## src/rtl/mem_arbiter.sv

```systemverilog
// ============================================================================
// Module   : mem_arbiter
// Purpose  : Round-robin arbiter sharing one memory port between two masters,
//            routing tagged read responses back via an owner FIFO.
// Revision : 1.0 - initial release
// ============================================================================
`default_nettype none

module mem_arbiter #(
    parameter int DEPTH = 4,
    parameter int AW    = 30
) (
    input  logic          clock,
    input  logic          rst,
    input  logic          a_read,
    input  logic          a_write,
    input  logic [AW-1:0] a_address,
    input  logic [31:0]   a_writedata,
    input  logic [3:0]    a_writedatamask,
    input  logic [1:0]    a_id,
    output logic          a_waitrequest,
    output logic [31:0]   a_readdata,
    output logic [1:0]    a_readdataid,
    input  logic          b_read,
    input  logic          b_write,
    input  logic [AW-1:0] b_address,
    input  logic [31:0]   b_writedata,
    input  logic [3:0]    b_writedatamask,
    input  logic [1:0]    b_id,
    output logic          b_waitrequest,
    output logic [31:0]   b_readdata,
    output logic [1:0]    b_readdataid,
    output logic          mem_read,
    output logic          mem_write,
    output logic [AW-1:0] mem_address,
    output logic [31:0]   mem_writedata,
    output logic [3:0]    mem_writedatamask,
    output logic [1:0]    mem_id,
    input  logic          mem_waitrequest,
    input  logic [31:0]   mem_readdata,
    input  logic [1:0]    mem_readdataid,
    output logic          err_orphan
);

    localparam int                 c_ptr_w   = (DEPTH > 1) ? $clog2(DEPTH) : 1;
    localparam logic [c_ptr_w:0]   c_full    = (c_ptr_w+1)'(DEPTH);
    localparam logic [c_ptr_w-1:0] c_ptr_one = c_ptr_w'(1);

    logic                 r_last;       // 0 = A, 1 = B
    logic                 r_lock;
    logic                 r_lock_sel;
    logic [DEPTH-1:0]     r_owner;
    logic [c_ptr_w-1:0]   r_wr_ptr;
    logic [c_ptr_w-1:0]   r_rd_ptr;
    logic [c_ptr_w:0]     r_count;
    logic                 r_err_orphan;

    logic w_a_req;
    logic w_b_req;
    logic w_gnt_valid;
    logic w_gnt_b;
    logic w_sel_read;
    logic w_sel_write;
    logic w_full;
    logic w_empty;
    logic w_accept;
    logic w_push;
    logic w_resp;
    logic w_pop;
    logic w_head;

    assign w_a_req = a_read | a_write;
    assign w_b_req = b_read | b_write;

    // Gating with rst keeps the memory port quiet while reset is held.
    always_comb begin
        w_gnt_valid = 1'b0;
        w_gnt_b     = 1'b0;
        if (rst) begin
            if (r_lock && (r_lock_sel ? w_b_req : w_a_req)) begin
                w_gnt_valid = 1'b1;
                w_gnt_b     = r_lock_sel;
            end else if (w_a_req && w_b_req) begin
                w_gnt_valid = 1'b1;
                w_gnt_b     = ~r_last;
            end else if (w_a_req) begin
                w_gnt_valid = 1'b1;
            end else if (w_b_req) begin
                w_gnt_valid = 1'b1;
                w_gnt_b     = 1'b1;
            end
        end
    end

    assign w_sel_read  = w_gnt_b ? b_read  : a_read;
    assign w_sel_write = w_gnt_b ? b_write : a_write;
    assign w_full      = (r_count == c_full);
    assign w_empty     = (r_count == '0);

    // Full is judged on pre-pop occupancy, so a popping full FIFO still blocks.
    assign mem_read    = w_gnt_valid & w_sel_read & ~w_full;
    assign mem_write   = w_gnt_valid & w_sel_write;
    assign w_accept    = (mem_read | mem_write) & ~mem_waitrequest;
    assign w_push      = w_accept & w_sel_read;

    assign mem_address       = w_gnt_b ? b_address       : a_address;
    assign mem_writedata     = w_gnt_b ? b_writedata     : a_writedata;
    assign mem_writedatamask = w_gnt_b ? b_writedatamask : a_writedatamask;
    assign mem_id            = w_gnt_b ? b_id            : a_id;

    assign a_waitrequest = ~(w_accept & ~w_gnt_b);
    assign b_waitrequest = ~(w_accept &  w_gnt_b);

    assign w_resp = |mem_readdataid;
    assign w_pop  = w_resp & ~w_empty;
    assign w_head = r_owner[r_rd_ptr];

    assign a_readdata   = mem_readdata;
    assign b_readdata   = mem_readdata;
    assign a_readdataid = (w_pop && !w_head) ? mem_readdataid : 2'b00;
    assign b_readdataid = (w_pop &&  w_head) ? mem_readdataid : 2'b00;
    assign err_orphan   = r_err_orphan;

    always_ff @(posedge clock or negedge rst) begin
        if (!rst) begin
            r_last       <= 1'b0;
            r_lock       <= 1'b0;
            r_lock_sel   <= 1'b0;
            r_owner      <= '0;
            r_wr_ptr     <= '0;
            r_rd_ptr     <= '0;
            r_count      <= '0;
            r_err_orphan <= 1'b0;
        end else begin
            if (w_accept) begin
                r_last <= w_gnt_b;
                r_lock <= 1'b0;
            end else if (w_gnt_valid) begin
                r_lock     <= 1'b1;
                r_lock_sel <= w_gnt_b;
            end else begin
                r_lock <= 1'b0;
            end

            if (w_push) begin
                r_owner[r_wr_ptr] <= w_gnt_b;
                r_wr_ptr          <= r_wr_ptr + c_ptr_one;
            end
            if (w_pop) begin
                r_rd_ptr <= r_rd_ptr + c_ptr_one;
            end
            r_count <= r_count + (c_ptr_w+1)'(w_push) - (c_ptr_w+1)'(w_pop);

            if (w_resp && w_empty) begin
                r_err_orphan <= 1'b1;
            end
        end
    end

endmodule

`default_nettype wire

```

## config.mk

```make
export PLATFORM = sky130hd
export DESIGN_NAME = mem_arbiter
export DESIGN_NICKNAME = d
export VERILOG_FILES = /design/src/rtl/mem_arbiter.sv
export SDC_FILE = /design/constraint.sdc
export NUM_CORES = 1
export LEC_CHECK = 0
export BUFFER_PORTS_ARGS = -buffer_cell sky130_fd_sc_hd__buf_2
export CAP_MARGIN = 10
export CORE_AREA = 2 2 124 126
export DETAILED_ROUTE_END_ITERATION = 10
export DIE_AREA = 0 0 126 128
export HOLD_SLACK_MARGIN = 0.1
export SYNTH_ARGS = -nofsm -noshare
export SYNTH_HDL_FRONTEND = slang
export SYNTH_SLANG_ARGS = --single-unit
```

## constraint.sdc

```tcl
create_clock -name clock -period 2.9 [get_ports clock]
set_input_delay 0.435 -clock clock [delete_from_list [all_inputs] [get_ports clock]]
set_output_delay 0.435 -clock clock [all_outputs]
set_load 0.01 [all_outputs]
```

Word level (Yosys, flattened, before mapping)
Index checks and enable logic that the tools add are counted.
{"block": "classes", "add_sub_neg": 4, "mul": 0, "div": 0, "n_lt_le_gt_ge": 3, "n_eq_ne": 1, "shift": 0, "muxes": 25, "bitwise": 19, "reduce_logical": 10}
{"operator": "$mux 32", "count": 1}
{"operator": "$mux 30", "count": 1}
{"operator": "$mux 1", "count": 16}
{"operator": "$and 1x1->1", "count": 8}
{"operator": "$not 1->1", "count": 8}
{"operator": "$logic_and 1x1->1", "count": 6}
{"operator": "$lt 2x3->1 const B", "count": 2}
{"operator": "$mux 2", "count": 3}
{"operator": "$add 2x1->2 const B", "count": 2}
{"operator": "$bwmux 4", "count": 1}
{"operator": "$mux 4", "count": 1}
{"operator": "$add 3x1->3", "count": 1}
{"operator": "$eq 3x3->1 const B", "count": 1}
{"operator": "$logic_not 3->1", "count": 1}
{"operator": "$or 1x1->1", "count": 3}
{"operator": "$sub 3x1->3", "count": 1}
{"operator": "$bmux 1 s2", "count": 1}
{"operator": "$demux 1 s2", "count": 1}
{"operator": "$ge 2x1->1 const B", "count": 1}
{"operator": "$reduce_and 2->1", "count": 1}
{"operator": "$reduce_or 2->1", "count": 1}
{"operator": "$logic_not 1->1", "count": 1}
{"block": "word_totals", "reg_bits": 15, "latchBits": 0, "ram_bits": 0, "rom_bits": 0, "input_bits": 177, "word_cells": 70, "n_memories": 0}

Logic depth before layout (Yosys ltp)
{"block": "logic_depth", "depth_word": 14, "depth_mapped": 12, "ltp_nobuf": 12}

Worst setup path before layout
No wires, ideal clock.
{"block": "synth_timing", "kind": "register to register", "from": "register r_lock", "to": "register r_count[2]", "setup_ns": 0.125, "arrival_time_ns": 2.348, "slack_ns": 0.427, "path_stages_with_launch": 13, "n_path_buf": 0, "synth_period_minus_slack_ns": 2.473, "cell_sequence": "dfrtp_1 -> or2b_1 -> a41oi_1 -> o22ai_2 -> nor2_2 -> inv_1 -> ha_1 -> inv_1 -> ha_1 -> inv_1 -> fa_1 -> xnor2_1 -> xnor2_1"}
{"block": "synth_between", "elab_chain_cells": 11, "elab_cells_between_ends": 15, "cone_classes": "2 x add/sub; 6 x mux; 6 x bitwise; 1 x reduce/logical"}
{"element": "start, declared", "line": "50", "text": "logic r_lock;"}
{"element": "start signal, assigned", "line": "127", "text": "r_lock <= 1'b0;"}
{"element": "start signal, assigned", "line": "137", "text": "r_lock <= 1'b0;"}
{"element": "start signal, assigned", "line": "139", "text": "r_lock <= 1'b1;"}
{"element": "$logic_and 1x1->1 (*)", "line": "80", "text": "if (r_lock && (r_lock_sel ? w_b_req : w_a_req)) begin"}
{"element": "$mux 1", "line": "80"}
{"element": "$mux 1", "line": "79", "text": "if (rst) begin"}
{"element": "$mux 1", "line": "95", "text": "assign w_sel_read = w_gnt_b ? b_read : a_read;"}
{"element": "$and 1x1->1 (2 in series)", "line": "101", "text": "assign mem_read = w_gnt_valid & w_sel_read & ~w_full;"}
{"element": "$or 1x1->1", "line": "103", "text": "assign w_accept = (mem_read | mem_write) & ~mem_waitrequest;"}
{"element": "$and 1x1->1", "line": "103"}
{"element": "$and 1x1->1 (*)", "line": "104", "text": "assign w_push = w_accept & w_sel_read;"}
{"element": "$add 3x1->3 (*)", "line": "152", "text": "r_count <= r_count + (c_ptr_w+1)'(w_push) - (c_ptr_w+1)'(w_pop);"}
{"element": "$sub 3x1->3 (*)", "line": "152"}
{"element": "end signal, assigned", "line": "152"}
{"element": "end, declared", "line": "55", "text": "logic [c_ptr_w:0] r_count;"}
Every way passes the cells marked *; elsewhere a longest branch is shown, timed or not.
A chain may end at the register's enable or synchronous reset.

Final worst setup path
{"block": "layout_timing", "from": "register r_last", "to": "output port mem_writedata[21]"}
{"block": "layout_between", "elab_chain_cells": 5}
{"element": "start, declared", "line": "49", "text": "logic r_last;"}
{"element": "start signal, assigned", "line": "136", "text": "r_last <= w_gnt_b;"}
{"element": "$not 1->1", "line": "85", "text": "w_gnt_b = ~r_last;"}
{"element": "$mux 1", "line": "83", "text": "end else if (w_a_req && w_b_req) begin"}
{"element": "$mux 1", "line": "80"}
{"element": "$mux 1", "line": "79"}
{"element": "$mux 32", "line": "107", "text": "assign mem_writedata = w_gnt_b ? b_writedata : a_writedata;"}
{"element": "end, declared", "line": "36", "text": "output logic [31:0] mem_writedata,"}
Every way passes these cells.

==> impl_metrics.ini <==
[routing]
vias = 2246
detail-route-antenna-nets = 0
post_drt_wl_per_cell_um = 20.9
drc = 0
drtPass1Iterations = 4
drt_wl_total_um = 12200
drt_iter0_drc = 60
drt-vias-per-instance = 3.84

[timing]
min_period_ns = 2.61
relSlewSlack = 0.693
worstMarginPinSlew_ns = 0.458
min_period_over_period = 0.901
slew_violations = 0
finalHoldViolCount = 0
setup_ws_ns = 0.287
finalSetupViolCount = 0
hold_ws_ns = 0.272
finClkSkew_ns = 0.00381
tns_ns = 0
fmax_ghz = 0.383
rsz0062_at_grt = false

[power]
leakage_uw = 0.00165
p_per_area_nw_per_um2 = 510
finalPower_uw = 1640
ir_drop_v = 0.000201

[worst_setup_path]
r2r_slack_ns = 0.33
crit_required_ns = 2.47
start_kind = register
r2r_cells = 12
cp_max_fo = 40
worstPathArrival_ns = 2.18
end_kind = output pin
crit_type = register to output pin
rr_endpoint = r_count[2]$_DFF_PN0_
r2r_start = r_lock$_DFF_PN0_

[floorplanning]
dieArea_um2 = 16100
ioPinCount = 318
die_w_um = 126
fp.dieH_um = 128
start_util = 0.155
num_rows = 45
core_um2 = 14900

[synthesis]
ys_top_cells_by_area = mux2_2 33%, buf_4 21%, dfrtp_1 16%
syn_area_per_cell_um2 = 9.79
ys_ff_latch = 15
ys_top_cells_by_count = 68 x mux2_2, 64 x buf_4, 15 x dfrtp_1
synth_top_area_share = 0.333
synth_area_um2 = 2300
synthCells = 235
ys_warn_count = 0
synth-seq-area-share = 0.163
yosysTopAreaCell = mux2_2
async_flop_share = 1.00
yosys.cell_count.top_type = mux2_2
synth_nets = 419
ys_types = 36
synth_edf_count = 0
synthFlopType = dfrtp_1

[min_path]
hp-class = input port to asynchronous set/reset pin

[global_route]
grt.overflow.total = 0
track_usage = 0.137
antenna_found_initial = 6
grt_pass1_vias = 2135
grt_first_pass_wirelength_um = 15600
grt_max_degree = 41

[placement]
portBuffers = 221
post-place-ws_ns = 0.246
dp_hpwl_um = 11200
gp_congestion = 0.780
placedCellCount = 578

[layout]
stdcell_count = 585
area_delta_synth_final_pct = 39.8
nets = 579
nFillCells = 1663
layout-drive-gt1-share = 0.789

[outcome]
outcome = finished clean

[clocking]
post_cts_buffers = 0
post_cts_resized = 0
cts_sinks = 15
root_buffer = clkbuf_16
numCtsBuffers = 3
cts.htree.levels = 1
cts_buffer_depth = 2
cts.clk_slew.worst_paths_ns = 0.05
cts_hold_buf = 0
cts_tree = done
clk_latency_ns = 0.25

[job]
maxCapViolations = 0
==> layout make-up <==
class                      count  area, um2  area share
antenna                        3       7.51     0.00234
clock buffer                   3       75.1      0.0234
inverter                      13       48.8      0.0152
clock inverter                 1       5.00     0.00156
multi-input combinational    134       1300       0.403
tap                          188        235      0.0732
timing repair buffer         228       1170       0.364
sequential                    15        375       0.117
==> power breakdown <==
group | leakage [uW] | switching [uW] | internal [uW] | total, uW
clock | 0.0000409 | 87.1 | 184 | 271
combinational | 0.00142 | 496 | 489 | 985
sequential | 0.000181 | 81.1 | 302 | 383
total | 0.00165 | 664 | 976 | 1640
==> sequential cells by signal, summed over array words and instances, names as in the netlist <==
name	flops
r_count	3
r_owner	4
err_orphan	1
r_rd_ptr	2
r_wr_ptr	2
r_last	1
r_lock_sel	1
r_lock	1
==> stage by stage <==
step,util,area [um2]
finish,0.216,3210
global route,0.216,3210
CTS,0.216,3210
detailed placement,0.210,3130
global placement,0.210,3130
floorplan,-,2300
==> logic make-up (layout without fill, tap and decap cells) <==
| kind of cell | count (synthesis) | in the layout | share of synthesized area |
|---|---|---|---|
| other | 0 | 3 | 0 |
| buffers and inverters | 86 | 245 | 0.277 |
| multiplexers | 70 | 70 | 0.349 |
| adder cells (fa/ha/maj) | 7 | 7 | 0.0413 |
| XOR/XNOR | 5 | 5 | 0.0190 |
| flip-flops | 15 | 15 | 0.163 |
| AO/OA/AOI/OAI | 22 | 22 | 0.0881 |
| AND/OR/NAND/NOR | 30 | 30 | 0.0620 |
==> placed cells by master, fill, tap and decap left out, drive strengths merged, types with 2 or more instances in the layout <==
| master | count |
|---|---|
| buf | 228 |
| mux2 | 69 |
| dfrtp | 15 |
| inv | 13 |
| nand2 | 11 |
| nor2 | 9 |
| o31ai | 8 |
| ha | 6 |
| xnor2 | 4 |
| diode | 3 |
| nand2b | 3 |
| clkbuf | 3 |
| a41oi | 2 |
| and3 | 2 |
| o21ai | 2 |
| a21oi | 2 |
| a211oi | 2 |
==> worst max-delay path, stage by stage (launching register included) <==
cell,delay [ns]
dfrtp_1,0.39
or2_4,0.26
nand2_1,0.11
o221a_4,0.33
buf_12,0.26
mux2_2,0.40
buf_2,0.15
==> worst max-delay path by stage <==
stage	start	endpoint	slack [ns]
floorplan	r_lock$_DFF_PN0_	r_count[2]$_DFF_PN0_	0.43
global placement	b_read	r_count[2]$_DFF_PN0_	0.27
detailed placement	a_read	r_count[2]$_DFF_PN0_	0.25
CTS	r_last$_DFFE_PN0N_	mem_writedata[0]	0.28
global route	r_lock$_DFF_PN0_	r_count[2]$_DFF_PN0_	0.21
finish	r_last$_DFFE_PN0N_	mem_writedata[21]	0.29
==> routing by layer <==
layer,vias up,wire [um],GRT usage
met1,973,4390,0.149
met2,190,5000,0.194
met4,0,218,0.0304
met5,-,0,0
li1,1067,-,-
met3,16,2610,0.132
Note: power is estimated with default switching activity, not from simulation.
